[src/rtl/ex_mem_pipe_reg.sv]
// EX/MEM pipeline stage register with valid/ready flow control, flush and optional 2-entry skid.
// Bubble rule: control outputs and branch_taken read as zero whenever no op is held.
module ex_mem_pipe_reg #(
    parameter int unsigned DATA_W     = 32,
    parameter int unsigned REG_ADDR_W = 5,
    parameter int unsigned WB_W       = 2,
    parameter int unsigned M_W        = 3,
    parameter int unsigned SKID       = 1
) (
    input  logic                  clk,
    input  logic                  rst,
    input  logic                  flush,
    input  logic                  in_valid,
    output logic                  in_ready,
    input  logic [WB_W-1:0]       ctlwb_out,
    input  logic [M_W-1:0]        ctlm_out,
    input  logic [DATA_W-1:0]     adder_out,
    input  logic                  aluzero,
    input  logic [DATA_W-1:0]     aluout,
    input  logic [DATA_W-1:0]     readdat2,
    input  logic [REG_ADDR_W-1:0] muxout,
    output logic                  out_valid,
    input  logic                  out_ready,
    output logic [WB_W-1:0]       wb_ctlout,
    output logic [M_W-1:0]        m_ctlout,
    output logic [DATA_W-1:0]     add_result,
    output logic                  zero,
    output logic [DATA_W-1:0]     alu_result,
    output logic [DATA_W-1:0]     rdata2out,
    output logic [REG_ADDR_W-1:0] five_bit_muxout,
    output logic                  branch_taken,
    output logic [1:0]            occupancy
);

    localparam int unsigned PW = WB_W + M_W + 3 * DATA_W + 1 + REG_ADDR_W;

    logic [PW-1:0]   in_pkt;
    logic [PW-1:0]   main_q;
    logic            main_v;
    logic            accept;
    logic            consume;
    logic [WB_W-1:0] wb_q;
    logic [M_W-1:0]  m_q;

    assign in_pkt  = {ctlwb_out, ctlm_out, adder_out, aluzero, aluout, readdat2, muxout};
    assign accept  = in_valid & in_ready;
    assign consume = main_v & out_ready;

    assign {wb_q, m_q, add_result, zero, alu_result, rdata2out, five_bit_muxout} = main_q;

    assign out_valid    = main_v;
    assign wb_ctlout    = main_v ? wb_q : '0;
    assign m_ctlout     = main_v ? m_q : '0;
    assign branch_taken = main_v & m_q[M_W-1] & zero;

    if (SKID != 0) begin : g_skid
        // State encoding doubles as the occupancy count.
        typedef enum logic [1:0] {
            StEmpty = 2'd0,
            StMain  = 2'd1,
            StFull  = 2'd2
        } state_e;

        state_e        state_q;
        logic [PW-1:0] skid_q;
        logic          ready_q;

        always_ff @(posedge clk) begin
            if (rst) begin
                state_q <= StEmpty;
                main_q  <= '0;
                skid_q  <= '0;
                ready_q <= 1'b1;
            end else if (flush) begin
                state_q <= StEmpty;
                ready_q <= 1'b1;
            end else begin
                case (state_q)
                    StEmpty: begin
                        if (accept) begin
                            main_q  <= in_pkt;
                            state_q <= StMain;
                        end
                    end
                    StMain: begin
                        if (accept && consume) begin
                            main_q <= in_pkt;
                        end else if (accept) begin
                            skid_q  <= in_pkt;
                            state_q <= StFull;
                            ready_q <= 1'b0;
                        end else if (consume) begin
                            state_q <= StEmpty;
                        end
                    end
                    StFull: begin
                        if (consume) begin
                            main_q  <= skid_q;
                            state_q <= StMain;
                            ready_q <= 1'b1;
                        end
                    end
                    default: begin
                        state_q <= StEmpty;
                        ready_q <= 1'b1;
                    end
                endcase
            end
        end

        assign main_v    = (state_q != StEmpty);
        assign in_ready  = ready_q;
        assign occupancy = state_q;
    end else begin : g_noskid
        logic valid_q;

        // An op accepted under flush is dropped without touching the held data.
        always_ff @(posedge clk) begin
            if (rst) begin
                valid_q <= 1'b0;
                main_q  <= '0;
            end else if (flush) begin
                valid_q <= 1'b0;
            end else if (accept) begin
                valid_q <= 1'b1;
                main_q  <= in_pkt;
            end else if (consume) begin
                valid_q <= 1'b0;
            end
        end

        assign main_v    = valid_q;
        assign in_ready  = ~valid_q | out_ready;
        assign occupancy = {1'b0, valid_q};
    end

endmodule
[config.mk]
export PLATFORM = sky130hd
export DESIGN_NAME = ex_mem_pipe_reg
export DESIGN_NICKNAME = d
export VERILOG_FILES = /design/src/rtl/ex_mem_pipe_reg.sv
export SDC_FILE = /design/constraint.sdc
export NUM_CORES = 1
export LEC_CHECK = 0
export ABC_CLOCK_PERIOD_IN_PS = 2650
export BUFFER_PORTS_ARGS = -buffer_cell sky130_fd_sc_hd__buf_2
export CORE_ASPECT_RATIO = 1.4
export CORE_UTILIZATION = 48
export CTS_BUF_LIST = sky130_fd_sc_hd__clkbuf_2 sky130_fd_sc_hd__clkbuf_4 sky130_fd_sc_hd__clkbuf_8
export DETAILED_ROUTE_END_ITERATION = 16
export PLACE_DENSITY = 0.71
export SYNTH_ARGS = -nofsm -noshare
export SYNTH_HDL_FRONTEND = slang
export SYNTH_SLANG_ARGS = --single-unit
[constraint.sdc]
create_clock -name clk -period 2.65 [get_ports clk]
set_clock_uncertainty 0.2 [all_clocks]
set_input_delay 0.1325 -clock clk [delete_from_list [all_inputs] [get_ports clk]]
set_output_delay 0.1325 -clock clk [all_outputs]
set_load 0.05 [all_outputs]
==> results.tsv <==
metric	value	unit
setup_viol	0	
portBuffers	223	
synthCells	1072	
synth_fp_nets	1184	
route.detailed.drc	0	
clkPwrFrac	0.383	
critPathMaxFanout	23	
drive_gt1_frac	0.237	
gp_congestion	0.751	
worstHoldPathCells	4	
period_share	0.899	
ir_worst_vdd	0.440	mV
finalNetCount	1386	
total_power	0.00752	W
clockRootBuffer	clkbuf_8	
status	complete, no violations	
dp.cells	1372	
syn-cell-area	9340	sq um
die_y	167	microns
fmax	420	MHz
utilization	0.610	
dr_total_vias	7764	
synth_seq_cells	217	
tightest_slew	0.763	ns
switchingPower	0.00209	W
holdPathEnd	g_skid.skid_q[1]$_SDFFE_PP0P_	
grt_pass1_wl	35.6	mm
leakagePower	5.40	nW
r2r_slack	0.27	ns
clock-sinks	217	
combPwrFrac	0.156	
design_area	11700	sq um
drt_pre_antenna_iters	5	
rr_worst_depth	4	
relSlewSlack	0.491	
cp-end-kind	flop	
viasPerCell	5.03	
drt-total-wl	22.3	mm
synth-seq-area-share	0.465	
arrival	2.62	ns
syn_avg_cell_area	8.71	sq um
final_cell_mix	buf_2, nand2_1, dfxtp_1, dlygate4sd3_1, nor2_1	
htreeDepth	2	
swShare	0.278	
cts_inserted_buffers	35	
wl_per_cell	14.5	microns
hold_start	in_valid	
path_class	reg -> reg	
dpl_cell_area	9850	sq um
antenna_found_initial	2	
grt_use_total	0.217	
grt_max_degree	116	
path_clk_slew	0.06	ns
rsz0062_at_grt	false	
nFillCells	1617	
ios	224	
maxCapViolations	0	
maxSlewViolCount	0	
crit_required	2.88	ns
drtAntennaViolNets	0	
r2r_start	occupancy[1]$_SDFFE_PP0P_	
clk_latency	0.50	ns
drt_iter0_markers	396	
hold_buffers	113	
powerDensity	643	nW/um^2
cts_resized	0	
core-area	19100	sq um
grt_pass1_vias	7475	
die_w	120	microns
tritoncts	done	
clock_path_buffers	3	
tns	0	ns
final_common_cell	buf_2	
p_int	0.00543	W
finalNonFillerCells	1543	
hold_path.class	in -> reg	
yosysUniqueCellTypes	27	
gr-total-overflow	0	
yosysWarnings	0	
dieArea	20000	sq um
dp_hpwl	13.0	mm
rows	60	
layout_min_cycle_time	2.38	ns
r2r_end	occupancy[1]$_SDFFE_PP0P_	
final_hold_viol_count	0	
start_util	0.488	
cts_setup_buffers	0	
area_growth	25.1	%
seqPwrFrac	0.461	
worstSetupStartpointType	flop	
==> final cells by class <==
type	instances	area (sq um)	area share
multi-input combinational	668	3850	0.329
sequential	217	4340	0.372
antenna	2	5.00	0.000428
timing repair buffer	351	2480	0.212
tap	248	310	0.0266
clock buffer	55	688	0.0589
inverter	1	3.75	0.000321
clock inverter	1	8.76	0.000749
==> power groups by stage <==
stage / registers [W] / clock network, W / logic (W)
3_3_place_gp: 0.00353 / 0 / 0.00102
4_1_cts: 0.00346 / 0.00297 / 0.00117
5_1_grt: 0.00348 / 0.00308 / 0.00125
6_report: 0.00347 / 0.00288 / 0.00117
3_5_place_dp: 0.00354 / 0 / 0.00103
2_1_floorplan: 0.00353 / 0 / 0.000907
==> worst max-delay path by stage <==
stage	startpoint	to	slack (ns)	cells past startpoint
after floorplan	occupancy[1]$_SDFFE_PP0P_	branch_taken	0.24	4
after detailed placement	occupancy[0]$_SDFFE_PP0P_	g_skid.skid_q[43]$_SDFFE_PP0P_	0.35	5
final	occupancy[1]$_SDFFE_PP0P_	occupancy[1]$_SDFFE_PP0P_	0.27	4
after CTS	occupancy[1]$_SDFFE_PP0P_	occupancy[1]$_SDFFE_PP0P_	0.27	4
after global routing	occupancy[1]$_SDFFE_PP0P_	occupancy[1]$_SDFFE_PP0P_	0.06	4
after global placement	occupancy[0]$_SDFFE_PP0P_	g_skid.skid_q[93]$_SDFFE_PP0P_	0.44	5
==> logic make-up (layout without fill, tap and decap cells) <==
group,after synthesis,count (layout),share of synthesized area
buffers and inverters,187,408,0.125
AO/OA/AOI/OAI,219,219,0.153
XOR/XNOR,1,1,0.000938
flip-flops,217,217,0.465
multiplexers,107,107,0.115
other,0,2,0
AND/OR/NAND/NOR,341,341,0.141
==> layer usage <==
metal  track usage  vias up  wire length [microns]
met1         0.251     3552                   9310
li1              -     3932                      -
met4        0.0929        0                    650
met3        0.0445       51                   1140
met5             0        -                      0
met2         0.384      229                  11200
==> per-stage QoR <==
stage | hold slack (ns) | setup slack [ns]
floorplan | 0.0219 | 0.243
finish | 0.0574 | 0.268
global placement | 0.181 | 0.436
detailed placement | 0.188 | 0.347
global route | 0.0576 | 0.0627
CTS | 0.0246 | 0.265
==> Yosys cell counts <==
master,instances,area (sq um)
dfxtp_1,217,4340
nand2_1,217,815
nor2_1,110,413
a21oi_1,108,541
mux2i_1,107,1070
buf_4,104,781
a211oi_1,98,736
clkbuf_1,50,188
buf_2,25,125
a211oi_2,9,113
and2_1,6,37.5
buf_6,6,67.6
a2111oi_0,1,8.76
and3_1,1,6.26
and4_1,1,8.76
clkbuf_2,1,5.00
inv_1,1,3.75
nand2b_1,1,6.26
nand4_1,1,6.26
nor2b_1,1,6.26
nor3_1,1,5.00
o21ai_0,1,5.00
o22ai_1,1,6.26
o41ai_2,1,16.3
or2_2,1,6.26
or4bb_1,1,11.3
xor2_1,1,8.76
==> worst max-delay path, cell delays in order, from the launching register on <==
cell and delay (ns):
dfxtp_1 0.53, nand2b_4 0.35, buf_12 0.29, a2111oi_0 0.34, dlygate4sd3_1 0.59
==> state kept, by name, summed over array words and instances, names as in the netlist <==
signal / cells
in_ready: 1
occupancy: 2
main_q: 107
g_skid.skid_q: 107
(Power assumes the default switching activity.)
